`config.mk`:
```
export PLATFORM = sky130hd
export DESIGN_NAME = uart_rx_stream
export DESIGN_NICKNAME = d
export VERILOG_FILES = /design/src/rtl/uart_rx_stream.sv
export SDC_FILE = /design/constraint.sdc
export NUM_CORES = 1
export LEC_CHECK = 0
export ABC_AREA = 0
export CAP_MARGIN = 20
export CORE_MARGIN = 1.5
export CORE_UTILIZATION = 38
export CTS_CLUSTER_SIZE = 24
export DETAILED_ROUTE_END_ITERATION = 8
export GPL_TIMING_DRIVEN = 1
export MAX_ROUTING_LAYER = met4
export PLACE_DENSITY = 0.67
export SYNTH_ARGS = -nofsm -noshare
export SYNTH_HDL_FRONTEND = slang
export SYNTH_SLANG_ARGS = --single-unit
```
`constraint.sdc`:
```
create_clock -name clk -period 2.35 [get_ports clk]
set_input_delay 0.5875 -clock clk [delete_from_list [all_inputs] [get_ports clk]]
set_output_delay 0.5875 -clock clk [all_outputs]
set_load 0.03 [all_outputs]
```
`src/rtl/uart_rx_stream.sv`:
```
// uart_rx_stream: 2-flop synchronised 8N1 receiver feeding a byte FIFO; UART_RX_PARITY_EN adds an even-parity bit.
// Latency: 2 clk synchroniser, byte on m_data/m_valid the clk after the stop-bit sample (FIFO empty).
// Backpressure: FIFO holds FIFO_DEPTH bytes; a byte completing while full (and not popped) is dropped with an overrun pulse.
module uart_rx_stream #(
    parameter int CLKS_PER_BIT = 16,
    parameter int FIFO_DEPTH   = 4
) (
    input  logic       clk,
    input  logic       rst_n,
    input  logic       rx_i,
    output logic [7:0] m_data,
    output logic       m_valid,
    input  logic       m_ready,
    output logic       frame_err,
    output logic       overrun,
    output logic       busy
);
    localparam int CNT_W = $clog2(CLKS_PER_BIT);
    localparam logic [CNT_W-1:0] BIT_END  = CNT_W'(CLKS_PER_BIT - 1);
    localparam logic [CNT_W-1:0] HALF_END = CNT_W'(CLKS_PER_BIT / 2 - 1);
    localparam int AW = $clog2(FIFO_DEPTH);
    localparam int OW = AW + 1;
    localparam logic [OW-1:0] OCC_FULL = OW'(FIFO_DEPTH);

    typedef enum logic [2:0] {
        S_IDLE,
        S_START,
        S_DATA,
`ifdef UART_RX_PARITY_EN
        S_PARITY,
`endif
        S_STOP,
        S_BREAK
    } state_t;

    logic             sync1, rxs, rxs_q;
    state_t           state, state_nxt;
    logic [CNT_W-1:0] cnt, cnt_nxt;
    logic [2:0]       bit_idx, bit_nxt;
    logic [7:0]       shreg, shreg_nxt;
    logic             frame_ok;
    logic             push_vld;

    // FIFO state
    logic [7:0]    mem [FIFO_DEPTH];
    logic [AW-1:0] wr_ptr, rd_ptr;
    logic [OW-1:0] occ;
    logic          push_rdy, push, pop;

    // Two-flop synchroniser plus one delayed copy for falling-edge detection; idle level is high.
    always_ff @(posedge clk or negedge rst_n) begin
        if (!rst_n) begin
            sync1 <= 1'b1;
            rxs   <= 1'b1;
            rxs_q <= 1'b1;
        end else begin
            sync1 <= rx_i;
            rxs   <= sync1;
            rxs_q <= rxs;
        end
    end

`ifdef UART_RX_PARITY_EN
    logic par_ok, par_nxt;
    assign frame_ok = par_ok;
`else
    assign frame_ok = 1'b1;
`endif

    // Receive FSM state, bit-time counter, data bit index and shift register.
    always_ff @(posedge clk or negedge rst_n) begin
        if (!rst_n) begin
            state   <= S_IDLE;
            cnt     <= '0;
            bit_idx <= '0;
            shreg   <= '0;
`ifdef UART_RX_PARITY_EN
            par_ok  <= 1'b0;
`endif
        end else begin
            state   <= state_nxt;
            cnt     <= cnt_nxt;
            bit_idx <= bit_nxt;
            shreg   <= shreg_nxt;
`ifdef UART_RX_PARITY_EN
            par_ok  <= par_nxt;
`endif
        end
    end

    // Next-state logic; the bit counter restarts from zero on every state change.
    always_comb begin
        state_nxt = state;
        cnt_nxt   = cnt + 1'b1;
        bit_nxt   = bit_idx;
        shreg_nxt = shreg;
        push_vld  = 1'b0;
        frame_err = 1'b0;
`ifdef UART_RX_PARITY_EN
        par_nxt   = par_ok;
`endif
        case (state)
            S_IDLE: begin
                cnt_nxt = '0;
                if (rxs_q && !rxs) state_nxt = S_START;
            end
            S_START: begin
                if (cnt == HALF_END) begin
                    cnt_nxt   = '0;
                    bit_nxt   = '0;
                    state_nxt = rxs ? S_IDLE : S_DATA;
                end
            end
            S_DATA: begin
                if (cnt == BIT_END) begin
                    cnt_nxt   = '0;
                    shreg_nxt = {rxs, shreg[7:1]};
                    bit_nxt   = bit_idx + 1'b1;
                    if (bit_idx == 3'd7) begin
`ifdef UART_RX_PARITY_EN
                        state_nxt = S_PARITY;
`else
                        state_nxt = S_STOP;
`endif
                    end
                end
            end
`ifdef UART_RX_PARITY_EN
            S_PARITY: begin
                if (cnt == BIT_END) begin
                    cnt_nxt   = '0;
                    par_nxt   = ~(^shreg ^ rxs);
                    state_nxt = S_STOP;
                end
            end
`endif
            S_STOP: begin
                if (cnt == BIT_END) begin
                    cnt_nxt = '0;
                    if (!frame_ok) begin
                        // Bad parity: drop the byte, but the line is not stuck so no BREAK wait.
                        frame_err = 1'b1;
                        state_nxt = S_IDLE;
                    end else if (rxs) begin
                        push_vld  = 1'b1;
                        state_nxt = S_IDLE;
                    end else begin
                        frame_err = 1'b1;
                        state_nxt = S_BREAK;
                    end
                end
            end
            S_BREAK: begin
                cnt_nxt = '0;
                if (rxs) state_nxt = S_IDLE;
            end
            default: begin
                cnt_nxt   = '0;
                state_nxt = S_IDLE;
            end
        endcase
    end

    assign busy = (state != S_IDLE);

    // Byte FIFO: a full FIFO still accepts a push when the head is popped in the same cycle.
    assign m_valid  = (occ != '0);
    assign m_data   = mem[rd_ptr];
    assign pop      = m_valid & m_ready;
    assign push_rdy = (occ != OCC_FULL) | pop;
    assign push     = push_vld & push_rdy;
    assign overrun  = push_vld & ~push_rdy;

    // FIFO storage, pointers and occupancy.
    always_ff @(posedge clk or negedge rst_n) begin
        if (!rst_n) begin
            for (int i = 0; i < FIFO_DEPTH; i++) mem[i] <= '0;
            wr_ptr <= '0;
            rd_ptr <= '0;
            occ    <= '0;
        end else begin
            if (push) begin
                mem[wr_ptr] <= shreg;
                wr_ptr      <= wr_ptr + 1'b1;
            end
            if (pop) rd_ptr <= rd_ptr + 1'b1;
            if (push && !pop)      occ <= occ + 1'b1;
            else if (pop && !push) occ <= occ - 1'b1;
        end
    end
endmodule

```
Word-level counts from Yosys, hierarchy flattened
Index checks and enable logic that the tools add are counted.
Word-level totals
  bits in registers: 60
  input bits: 4
  logic and storage cells: 89
Cells by class
  bitwise logic cells: 7
  reduce and logical (&&, ||, !) cells: 16
  equality and inequality tests: 14
  magnitude comparators: 3
  add/sub/neg operators: 6
  multiplexer cells: 29
Operators with widths (number)
  two-way mux 3 bit: 11
  bitwise mux 32 bit: 1
  two-way mux 8 bit: 3
  binary-select mux 8 bit (select 2 bit): 1
  demux 8 bit (select 2 bit): 1
  case mux 3 bit (5 select lines): 1
  inequality test 2 bit (second input constant): 6
  two-way mux 4 bit: 2
  case mux 4 bit (2 select lines): 1
  adder 3 x 1 -> 3 bit (second input constant): 2
  equality test 3 x 2 -> 1 bit (second input constant): 2
  equality test 3 bit (second input constant): 2
  >= comparator 3 bit (second input constant): 2
  two-way mux 1 bit: 6
  NOT 2 -> 3 bit: 2
  case mux 3 bit (2 select lines): 1
  AND reduction 6 bit: 1
  nonzero test 3 bit: 2
  adder 2 x 1 -> 2 bit (second input constant): 2
  adder 4 x 1 -> 4 bit (second input constant): 1
  equality test 4 x 3 -> 1 bit (second input constant): 1
  equality test 4 bit (second input constant): 1
  logical AND 1 bit: 4
  nonzero test 2 bit: 2
  13 further kinds: 17

Longest topological paths before layout
  depth after elaboration: 8
  mapped depth: 9
  gate-level depth less buffers: 9

Worst setup path after synthesis
No wires, ideal clock.
  path type: register to register
  from: register cnt[0]
  to: register occ[2]
  path slack: -56 ps
  clock period less this slack: 2406 ps
  library setup time: 79 ps
  arrival time: 2326 ps
  data required time: 2271 ps
  cell stages (with the launch flop): 10
  cell sequence: dfrtp_1 -> ha_1 -> nand4b_1 -> nor4_4 -> ha_1 -> inv_1 -> fa_1 -> xor2_1 -> nor2_1 -> xor2_1
Between the ends
  longest elaborated chain between the ends: 7
RTL lines
  start: declaration: RTL line 38  | logic [CNT_W-1:0] cnt, cnt_nxt;
  start signal: assignment: RTL line 82  | cnt <= cnt_nxt;
  equality test 4 bit *: RTL line 138  | if (cnt == BIT_END) begin
  two-way mux 1 bit *: RTL line 138
  two-way mux 1 bit *: RTL line 102  | case (state)
  AND 1 bit *: RTL line 171  | assign push = push_vld & push_rdy;
  net push: RTL line 48  | logic push_rdy, push, pop;
  logical NOT 1 bit: RTL line 188  | else if (pop && !push) occ <= occ - 1'b1;
  logical AND 1 bit: RTL line 188
  nonzero test 2 bit (no line)
  end signal: assignment: RTL line 187  | if (push && !pop) occ <= occ + 1'b1;
  end signal: assignment: RTL line 188
  end: declaration: RTL line 47  | logic [OW-1:0] occ;
Mark *: on every way through the listed nets, which the timed path passes. The rest lies on a longest branch.
A chain may end at the register's enable or synchronous reset.

Worst setup path in the final report
  from: register rd_ptr[0]
  to: output m_data[4]
Between the ends
  longest elaborated chain between the ends: 4
RTL lines
  start: declaration: RTL line 46  | logic [AW-1:0] wr_ptr, rd_ptr;
  start signal: assignment: RTL line 186  | if (pop) rd_ptr <= rd_ptr + 1'b1;
  NOT 2 -> 3 bit (not written as such): RTL line 168  | assign m_data = mem[rd_ptr];
  binary-select mux 8 bit (select 2 bit): RTL line 168
  two-way mux 8 bit (not written as such) (2 in series): RTL line 168
  end: declaration: RTL line 11  | output logic [7:0] m_data,
No other way between the ends. The select of a mux whose other input is x is not followed.

==> results.cfg <==
[grt]
track_usage = 0.145
grt_first_pass_wirelength_mm = 8.05
grt_antenna_before_repair = 0
first_global_vias = 1626
overflow_left_after_global_routing = 0
grt_start_max_net_pins = 61

[sta]
layout_worst_path_cycle_share = 0.976
finalClockSkew_ns = 0.00766
fin_worst_hold_slack_ns = 0.257
max_freq_mhz = 436
setup_viol = 0
final_max_slew_viol_count = 0
timing.max_slew.rel_slack = 0.615
report.final.hold_viol_count = 0
post-route-min-period_ns = 2.29
rsz0062_at_grt = true
tightestPinTransition_ns = 0.564

[critical_path]
critPathMaxFanout = 3
required_time_at_the_worst_slack_endpoint_ns = 1.76
timing.setup.critical_path_class = flop to output pin
cp.arrival_ns = 1.71
critical_path.endpoint_type = output pin
startpoint_type = flop
reg2regPathDepth = 10

[power]
post-layout-total-power_uw = 3100
vdd.ir_drop.worst_mv = 0.448
power.density_nw_per_um2 = 931
static-leakage-power_uw = 0.00160

[floorplan]
design.die.area_um2 = 7620
coreArea_um2 = 6830
die_y_um = 87.3
die_width_um = 87.3
number_of_top_level_pins = 16
start_util = 0.395
core.rowCount = 30

[placed_design]
dpl.cell_count = 307
port_buf_inserts = 15
gp_congestion = 0.795
detailedPlacementHpwl_mm = 3.14

[cts]
clk_pin_slew_ns = 0.07
tritoncts = yes
clock_sink_count = 60
numCtsBuffers = 9
clock_insertion_delay_worst_skew_ns = 0.33
cts.path.max_buffers = 2
htree_num_levels = 3
buffer_type_at_the_clock_tree_root = clkbuf_8
post_cts_hold_buffer_count = 0

[detailed_routing]
drc_viols = 0
routedWlPerCell_um = 14.3
antenna_left = 0
drt_first_pass_iters = 4
initialDrtViolationCount = 77
post_drt_via_cell_ratio = 4.83
num_vias = 1578
detail_route.wirelength_mm = 4.67

[synth]
netlist_area_um2 = 2700
synthDistinctLibCells = 38
count_of_flip_flops_with_a_built_in_enable_after_synthesis = 0
synth-async-reset-ratio = 1.00
syn_avg_cell_area_um2 = 14.5
yosys_register_bits = 60
ys_seq_area_frac = 0.557
synthFlopType = dfrtp_1
synth.net_count = 199
synthesis.instances = 186
ys_warn_count = 0
netlist.area_leader.share = 0.528
synth_area_leader_cell = dfrtp_1
most_area_consuming_cells_after_synthesis = dfrtp_1, mux2_2, mux4_2

[layout]
layout-area-overhead-vs-synth_pct = 23.4
multi_input_comb_area_um2 = 1170
antenna-diode-count = 0
finalNonFillerCells = 327
sequential_cell_area_um2 = 1510
n_fill_cell = 613
post_layout_net_count = 239
postLayoutCoreUtil = 0.488
layout-drive-gt1-share = 0.442

[min_path]
min-delay-path-class = input pin to async pin

[outcome]
status = complete, no violations

[run]
maxCapViolations = 0
## kinds of logic after synthesis
| logic type | Yosys count | share of synthesized area |
|---|---|---|
| AO/OA/AOI/OAI | 15 | 0.0385 |
| XOR/XNOR | 9 | 0.0292 |
| adder cells (fa/ha/maj) | 9 | 0.0445 |
| buffers and inverters | 10 | 0.0144 |
| flip-flops | 60 | 0.557 |
| multiplexers | 51 | 0.245 |
| AND/OR/NAND/NOR | 32 | 0.0709 |
## worst max-delay path, stage by stage (launching register included)
cell,delay [ns]
dfrtp_1,0.37
buf_4,0.16
mux4_2,0.48
dlygate4sd2_1,0.37
## state kept, by name (all words and copies together), names as in the netlist
signal / count
shreg: 8
sync1: 1
occ: 3
mem: 32
wr_ptr: 2
bit_idx: 3
state: 3
rxs_q: 1
cnt: 4
rxs: 1
rd_ptr: 2
## metrics by stage
| step | TNS (ns) | worst slack [ns] | cell area (um2) |
|---|---|---|---|
| finish | 0 | 0.0569 | 3330 |
| CTS | -0.0135 | -0.0135 | 3310 |
| detailed placement | -2.21 | -0.340 | 3070 |
| global placement | -1.40 | -0.301 | 3070 |
| global route | -0.0414 | -0.0414 | 3330 |
| floorplan | 0 | 0.0182 | 2700 |
## report_power, final
| part | switching (uW) | internal [uW] | leakage [uW] |
|---|---|---|---|
| clock network | 398 | 706 | 0.000120 |
| registers | 147 | 1180 | 0.000796 |
| logic | 299 | 374 | 0.000679 |
## timing repair
action | in CTS | in global routing
setup buffers | 1 | 3
resized for setup | 11 | 13
cloned | 0 | 0
endpoints found under the setup margin | 12 | 7
pin swaps | 0 | 6
## final timing paths
| path | start | to | slack, ns |
|---|---|---|---|
| worst max register to register | cnt[0] | occ[2] | 0.11 |
| worst max-delay path | rd_ptr[0] | m_data[4] | 0.06 |
| min in group clk | sync1 | rxs | 0.36 |
| worst min register to register | sync1 | rxs | 0.36 |
| max in group asynchronous | rst_n | rxs_q | 1.80 |
| worst min-delay path | rst_n | occ[2] | 0.26 |
## routing by layer
metal | GRT usage | part of all wire
met5 | - | 0
met4 | 0.0866 | 0.024
met3 | 0.0209 | 0.020
met2 | 0.201 | 0.46
met1 | 0.202 | 0.50
## cell usage after synthesis, types with 2 or more instances
cell type,n
a21oi_1,2
mux4_2,8
mux2_2,40
xnor2_1,7
dfstp_2,3
nor2_1,7
o21ai_0,4
nand2_2,4
nand3_1,2
inv_1,5
nor2b_1,2
ha_1,8
a22o_1,2
clkbuf_1,3
mux2_1,2
nor4b_1,2
or3_1,3
dfrtp_1,57
nand2_1,5
xor2_1,2
## layout make-up
cell class                      instances  area share
Clock buffer                           10      0.0383
Clock inverter                          6      0.0338
Inverter                                5     0.00563
Multi-Input combinational cell        116       0.351
Sequential cell                        60       0.451
Tap cell                               96      0.0360
Timing Repair Buffer                   34      0.0837
## layout by cell type (no fill, tap or decap), types with 5 or more instances in the layout
cell | Yosys | layout
dfrtp_1 | 57 | 57
mux2_2 | 40 | 40
buf_4 | 0 | 19
clkbuf_8 | 0 | 9
mux4_2 | 8 | 8
nor2_1 | 7 | 7
xnor2_1 | 7 | 7
ha_1 | 8 | 6
dlygate4sd2_1 | 0 | 6
nand2_1 | 5 | 5
(Power assumes the default switching activity.)
